[config.mk]
export PLATFORM = sky130hd
export DESIGN_NAME = calc_opcode_builder
export DESIGN_NICKNAME = d
export VERILOG_FILES = /design/src/rtl/calc_pkg.sv /design/src/rtl/calc_key_fifo.sv /design/src/rtl/calc_opcode_builder.sv
export SDC_FILE = /design/constraint.sdc
export NUM_CORES = 1
export LEC_CHECK = 0
export CAP_MARGIN = 10
export CORE_MARGIN = 2
export CORE_UTILIZATION = 35
export CTS_CLUSTER_DIAMETER = 100
export DETAILED_ROUTE_END_ITERATION = 7
export GPL_TIMING_DRIVEN = 0
export PLACE_DENSITY = 0.7
export SYNTH_ARGS = -nofsm -noshare
export SYNTH_HDL_FRONTEND = slang
export SYNTH_SLANG_ARGS = --single-unit
[constraint.sdc]
create_clock -name clk -period 3.5 [get_ports clk]
set_clock_uncertainty 0.2 [all_clocks]
set_input_delay 0.525 -clock clk [delete_from_list [all_inputs] [get_ports clk]]
set_output_delay 0.525 -clock clk [all_outputs]
set_load 0.005 [all_outputs]
[src/rtl/calc_pkg.sv]
// Shared types and constants for the calculator opcode builder.
// Key buffering is enabled by defining CALC_KEY_BUFFER_EN.
package calc_pkg;

    typedef enum logic [1:0] {
        IDLE,
        GOT_A,
        GOT_OP,
        SEND
    } state_t;

    localparam logic [1:0] SEL_ADD = 2'd0;
    localparam logic [1:0] SEL_SUB = 2'd1;
    localparam logic [1:0] SEL_OR  = 2'd2;
    localparam logic [1:0] SEL_NEG = 2'd3;

    localparam logic [3:0] CLR_CODE_DEF = 4'hF;

    localparam int OPC_W      = 14;
    localparam int OPC_SEL_HI = 13;
    localparam int OPC_SEL_LO = 12;
    localparam int OPC_A_HI   = 11;
    localparam int OPC_A_LO   = 8;
    localparam int OPC_B_HI   = 7;
    localparam int OPC_B_LO   = 4;

    function automatic logic [OPC_W-1:0] pack_opcode(
        input logic [1:0] sel,
        input logic [3:0] a,
        input logic [3:0] b
    );
        logic [OPC_W-1:0] w;
        w = '0;
        w[OPC_SEL_HI:OPC_SEL_LO] = sel;
        w[OPC_A_HI:OPC_A_LO]     = a;
        w[OPC_B_HI:OPC_B_LO]     = b;
        return w;
    endfunction

endpackage

[src/rtl/calc_key_fifo.sv]
// Two-entry key FIFO ({is_op, data}) with registered output and no bypass.
// Used only when CALC_KEY_BUFFER_EN is defined.
module calc_key_fifo (
    input  logic       i_clk,
    input  logic       i_rst,
    input  logic       i_push,
    input  logic [4:0] i_din,
    input  logic       i_pop,
    output logic [4:0] o_dout,
    output logic       o_full,
    output logic       o_empty
);

    logic [4:0] r_mem [2];
    logic       r_wptr;
    logic       r_rptr;
    logic [1:0] r_cnt;

    always_ff @(posedge i_clk) begin
        if (i_rst) begin
            r_wptr <= 1'b0;
            r_rptr <= 1'b0;
            r_cnt  <= 2'd0;
        end else begin
            if (i_push) begin
                r_mem[r_wptr] <= i_din;
                r_wptr        <= ~r_wptr;
            end
            if (i_pop) begin
                r_rptr <= ~r_rptr;
            end
            r_cnt <= r_cnt + 2'(i_push) - 2'(i_pop);
        end
    end

    assign o_dout  = r_mem[r_rptr];
    assign o_full  = (r_cnt == 2'd2);
    assign o_empty = (r_cnt == 2'd0);

endmodule

[src/rtl/calc_opcode_builder.sv]
// Key-event FSM assembling 14-bit calculator opcodes on a valid/ready port.
// Define CALC_KEY_BUFFER_EN to insert a 2-entry key FIFO ahead of the FSM.
module calc_opcode_builder
    import calc_pkg::*;
#(
    parameter logic [3:0] CLR_CODE = CLR_CODE_DEF
) (
    input  logic             clk,
    input  logic             rst,
    input  logic             key_valid,
    input  logic             key_is_op,
    input  logic [3:0]       key_data,
    output logic             key_ready,
    output logic [OPC_W-1:0] opcode,
    output logic             opcode_valid,
    input  logic             opcode_ready,
    output logic             err
);

    state_t     r_state, w_state_nx;
    logic [1:0] r_sel, w_sel_nx;
    logic [3:0] r_a, w_a_nx;
    logic [3:0] r_b, w_b_nx;
    logic       r_err, w_err_nx;

    logic       w_kv;
    logic       w_op;
    logic [3:0] w_kd;
    logic       w_is_clr;
    logic       w_is_sel;
    logic       w_is_bad;

`ifdef CALC_KEY_BUFFER_EN
    logic       w_full;
    logic       w_empty;
    logic [4:0] w_head;

    calc_key_fifo u_fifo (
        .i_clk   (clk),
        .i_rst   (rst),
        .i_push  (key_valid && !w_full),
        .i_din   ({key_is_op, key_data}),
        .i_pop   (w_kv),
        .o_dout  (w_head),
        .o_full  (w_full),
        .o_empty (w_empty)
    );

    // Queued keys wait while a word is pending so a clear cannot cancel it.
    assign w_kv        = !w_empty && (r_state != SEND);
    assign {w_op, w_kd} = w_head;
    assign key_ready   = !w_full;
`else
    assign key_ready = (r_state != SEND);
    assign w_kv      = key_valid && key_ready;
    assign w_op      = key_is_op;
    assign w_kd      = key_data;
`endif

    assign w_is_clr = w_op && (w_kd == CLR_CODE);
    assign w_is_sel = w_op && !w_is_clr && (w_kd[3:2] == 2'b00);
    assign w_is_bad = w_op && !w_is_clr && !w_is_sel;

    always_comb begin
        w_state_nx = r_state;
        w_sel_nx   = r_sel;
        w_a_nx     = r_a;
        w_b_nx     = r_b;
        w_err_nx   = 1'b0;
        if (r_state == SEND) begin
            if (opcode_ready) begin
                w_state_nx = IDLE;
            end
        end else if (w_kv) begin
            unique case (1'b1)
                w_is_bad: w_err_nx = 1'b1;
                w_is_clr: w_state_nx = IDLE;
                !w_op: begin
                    unique case (r_state)
                        IDLE: begin
                            w_a_nx     = w_kd;
                            w_state_nx = GOT_A;
                        end
                        GOT_A: w_a_nx = w_kd;
                        default: begin
                            w_b_nx     = w_kd;
                            w_state_nx = SEND;
                        end
                    endcase
                end
                default: begin
                    if (r_state == IDLE) begin
                        w_err_nx = 1'b1;
                    end else begin
                        w_sel_nx = w_kd[1:0];
                        unique case (w_kd[1:0])
                            SEL_ADD, SEL_SUB, SEL_OR: w_state_nx = GOT_OP;
                            SEL_NEG: begin
                                w_b_nx     = 4'h0;
                                w_state_nx = SEND;
                            end
                        endcase
                    end
                end
            endcase
        end
    end

    always_ff @(posedge clk) begin
        if (rst) begin
            r_state <= IDLE;
            r_sel   <= 2'd0;
            r_a     <= 4'h0;
            r_b     <= 4'h0;
            r_err   <= 1'b0;
        end else begin
            r_state <= w_state_nx;
            r_sel   <= w_sel_nx;
            r_a     <= w_a_nx;
            r_b     <= w_b_nx;
            r_err   <= w_err_nx;
        end
    end

    assign opcode       = pack_opcode(r_sel, r_a, r_b);
    assign opcode_valid = (r_state == SEND);
    assign err          = r_err;

endmodule

# Yosys cells after proc, flatten, opt, wreduce, memory -nomap -nowiden
# Index checks and enable logic that the tools add are counted.
dict set report totals {
  reg_bits 13
  in_bits 9
  output_inout_bits 17
  wordCells 62
}
dict set report classes {
  eq_ne 13
  muxes 15
  bitwise 6
  n_reduce_logical 23
}
# operator count
set ops {}
lappend ops {{$mux W4} 4}
lappend ops {{$mux W2} 5}
lappend ops {{$reduce_or A3 Y1} 3}
lappend ops {{$ne A4 B4 Y1 const B} 2}
lappend ops {{$pmux W2 S2} 2}
lappend ops {{$pmux W4 S2} 1}
lappend ops {{$reduce_and A4 Y1} 2}
lappend ops {{$eq A2 B2 Y1 const B} 3}
lappend ops {{$logic_not A2 Y1} 3}
lappend ops {{$ne A2 B2 Y1 const B} 3}
lappend ops {{$not A1 Y1} 6}
lappend ops {{$pmux W2 S3} 1}
lappend ops {{$reduce_and A6 Y1} 1}
lappend ops {{$reduce_or A2 Y1} 3}
lappend ops {{$logic_and A1 B1 Y1} 5}
lappend ops {{$reduce_and A5 Y1} 1}
lappend ops {{$eq A2 B1 Y1 const B} 2}
lappend ops {{$eq A4 B4 Y1 const B} 1}
lappend ops {{$reduce_bool A2 Y1} 2}
lappend ops {{$logic_not A1 Y1} 3}
lappend ops {{$ne A3 B3 Y1 const B} 1}
lappend ops {{$ne A2 B1 Y1 const B} 1}
lappend ops {{$pmux W1 S2} 1}
lappend ops {{$mux W1} 1}

# Longest topological paths before layout
dict set report logic_depth {
  ltp_word 10
  depth_mapped 6
  mapped_depth_nobuf 6
}

# Least setup slack after synthesis
# OpenSTA, ideal clock, no wires.
dict set report synth_path {
  path_type {register to register}
  from {register r_state[0]}
  to {register r_b[0]}
  setup_ps 142
  arrival_time_ps 1438
  t_required_ps 3158
  setup_slack_ps 1720
  stages_incl_launch_ff 6
  path_buffers 0
  synth_period_minus_slack_ps 1780
  cell_sequence {dfxtp_1 ha_1 nand2b_4 or4_4 o41ai_2 o32ai_1}
}
dict set report synth_between {
  elab_cells_between_ends 10
  classes_between {5 x eq/ne; 1 x bitwise; 4 x reduce/logical}
}
# element line_no
set synth_rtl {}
lappend synth_rtl {{start: declaration} calc_opcode_builder.sv:20} ;# state_t r_state, w_state_nx;
lappend synth_rtl {{start signal: assignment} calc_opcode_builder.sv:117} ;# r_state <= w_state_nx;
lappend synth_rtl {{$eq A2 B2 Y1} --}
lappend synth_rtl {{named net opcode_valid} calc_opcode_builder.sv:15} ;# output logic opcode_valid,
lappend synth_rtl {{$not A1 Y1 (no line)} --}
lappend synth_rtl {{$reduce_and A6 Y1 (no line)} --}
lappend synth_rtl {{end signal: assignment} calc_opcode_builder.sv:120} ;# r_b <= w_b_nx;
lappend synth_rtl {{end: declaration} calc_opcode_builder.sv:23} ;# logic [3:0] r_b, w_b_nx;
# The timed path passes the listed nets, and every way through them passes these cells.
# A chain may end at the register's enable or synchronous reset.

# Worst setup path in the final report
dict set report layout_path {
  from {register r_state[0]}
  to {output opcode_valid}
}
dict set report layout_between {
  elab_chain_len 1
}
# element line_no
set layout_rtl {}
lappend layout_rtl {{$eq A2 B2 Y1} calc_opcode_builder.sv:126} ;# assign opcode_valid = (r_state == SEND);
lappend layout_rtl {{end: declaration} calc_opcode_builder.sv:15}
# No other way between the ends.

==> results.sh <==
export IMPL_outcome="finished, final reports clean"
export IMPL_synth_edf_count=0
export IMPL_cts_resized=0
export IMPL_ant_nets=0
export IMPL_gp_congestion=0.6679
export IMPL_worst_ep_arrival_time_ns=1.48
export IMPL_netlist_area_um2=711.9
export IMPL_grt_max_degree=11
export IMPL_synthArstFlopShare=0
export IMPL_clk_latency_ns=0.27
export IMPL_cts_buffers=3
export IMPL_wire_per_inst_um=10.65
export IMPL_drive_above_1_share=0.1500
export IMPL_core_area_um2=1942
export IMPL_grt_overflow=0
export IMPL_vdd_drop_max_mv=0.1860
export IMPL_wirelength_um=1352
export IMPL_yosys_warnings=0
export IMPL_fin_total_pwr_w=0.0003138
export IMPL_drt_first_pass_iters=4
export IMPL_postCtsSetupRepairBufs=0
export IMPL_period_needed_ns=2.202
export IMPL_die_width_um=49.10
export IMPL_vias_per_cell=4.606
export IMPL_grt_pass1_wl_um=2283
export IMPL_cts_clk_slew_worst_paths_ns=0.08
export IMPL_end_kind="primary output"
export IMPL_synth_seq_cells=13
export IMPL_yosys_top_cells_area="dfxtp_1, mux2i_1, ha_1"
export IMPL_port_buffers=19
export IMPL_antenna_cells=0
export IMPL_cts_root_buffer="clkbuf_4"
export IMPL_multi_input_area_um2=387.9
export IMPL_power_density_nw_per_um2=322.4
export IMPL_regArea_um2=260.3
export IMPL_drv_cap=0
export IMPL_synth_cells=74
export IMPL_finalWorstSetupSlack_ns=1.298
export IMPL_fillerInstances=198
export IMPL_rsz0062_at_grt="false"
export IMPL_min_delay_path_class="reg -> reg"
export IMPL_cts_num_sinks=13
export IMPL_fin_crit_sh=0.6292
export IMPL_vias=585
export IMPL_ys_seq_area_frac=0.3656
export IMPL_cts_buffer_depth=2
export IMPL_start_util=0.3666
export IMPL_hold_buffers=0
export IMPL_drt_iter0_drc=8
export IMPL_syn2layout_area_growth_pct=36.73
export IMPL_nets=113
export IMPL_final_cell_mix="clkdlybuf4s50_1, dfxtp_1, mux2i_1, nor2_1, inv_1"
export IMPL_synth_main_ff_cell="dfxtp_1"
export IMPL_drcViolationCount=0
export IMPL_power_leakage_nw=0.3744
export IMPL_cp_max_fo=6
export IMPL_slew_viol_final=0
export IMPL_post_synth_top_area_cell="dfxtp_1"
export IMPL_dp_slack_ns=1.234
export IMPL_syn_area_per_cell_um2=9.621
export IMPL_dp_hpwl_um=1098
export IMPL_setup_tns_final_ns=0
export IMPL_cp_required_ns=2.77
export IMPL_max_freq_mhz=454.1
export IMPL_synth_top_area_frac=0.3656
export IMPL_synthDistinctLibCells=28
export IMPL_rows=16
export IMPL_finalHoldViolCount=0
export IMPL_die_area_um2=2411
export IMPL_final_common_cell="clkdlybuf4s50_1"
export IMPL_num_io_pins=26
export IMPL_worstSetupStartpointType="flop"
export IMPL_grt_use_total=0.1213
export IMPL_cts_tree="yes"
export IMPL_htree_levels=1
export IMPL_worstSetupPathType="reg -> out"
export IMPL_grt_pass1_vias=554
export IMPL_setup_violations=0
export IMPL_antenna_found_initial=0
export IMPL_fp_dieH_um=49.10
[per-stage QoR]
stage          hold WS (ns)  std cells  utilization  area, um^2
6_report             0.2839        127       0.5013       973.4
5_1_grt              0.3140        127       0.5013       973.4
4_1_cts              0.2876        127       0.5013       973.4
3_5_place_dp         0.2696        123       0.4878       947.2
3_3_place_gp         0.2685        123       0.4878       947.2
2_1_floorplan        0.2515         77            -       723.2
[cell type report]
type	count	area share
clock buffers	4	0.02699
flip-flops and latches	13	0.2674
well taps	27	0.03470
repair buffers	19	0.1954
inverters	7	0.02699
plain buffers	7	0.05013
multi-input cells	50	0.3985
[critical path, cell delays in order, from the launching register on]
cell and delay, ns:
dfxtp_1 0.39, ha_1 0.28, clkdlybuf4s50_1 0.54
[metal layers]
layer / up-vias / global-route usage / wire, um
met1: 270 / 0.1420 / 600
li1: 301 / - / -
met5: - / 0 / 0
met2: 14 / 0.2117 / 706
met4: 0 / 0.04286 / 0
met3: 0 / 0.03067 / 45
[synthesized netlist by cell type, drive strengths merged (2+ instances only)]
cell type / count
a21oi: 2
nor2: 8
buf: 6
mux2i: 8
nand2: 3
o32ai: 4
dfxtp: 13
nand2b: 5
inv: 7
ha: 3
nor3: 2
[power by group]
group	internal (W)	switching, W
combinational	0.0000355	0.0000308
sequential	0.000154	0.00000366
clock	0.0000441	0.0000455
total	0.000234	0.0000800
[cell families after synthesis]
family / count (synthesis) / share of synthesized area
AOI/OAI and AO/OA: 10 / 0.1230
and+or+nand+nor: 25 / 0.2355
other: 1 / 0.005267
muxes: 8 / 0.1125
DFF: 13 / 0.3656
buffers and inverters: 14 / 0.1054
adders and majority gates: 3 / 0.05273
[final timing paths]
kind	start	end	slack [ns]	cells past startpoint
setup / recovery	r_state[0]$_SDFFE_PP0P_	opcode_valid	1.30	2
setup reg to reg	r_state[0]$_SDFFE_PP0P_	r_b[0]$_SDFFE_PP0P_	1.58	5
hold / removal	r_b[1]$_SDFFE_PP0P_	r_b[1]$_SDFFE_PP0P_	0.28	2
hold reg to reg	r_b[1]$_SDFFE_PP0P_	r_b[1]$_SDFFE_PP0P_	0.28	2
[flip-flops by register name, summed over array words and instances, names as in the netlist]
name and flops:
r_a 4, r_b 4, r_sel 2, r_state 2, err 1
(Power assumes the default switching activity.)
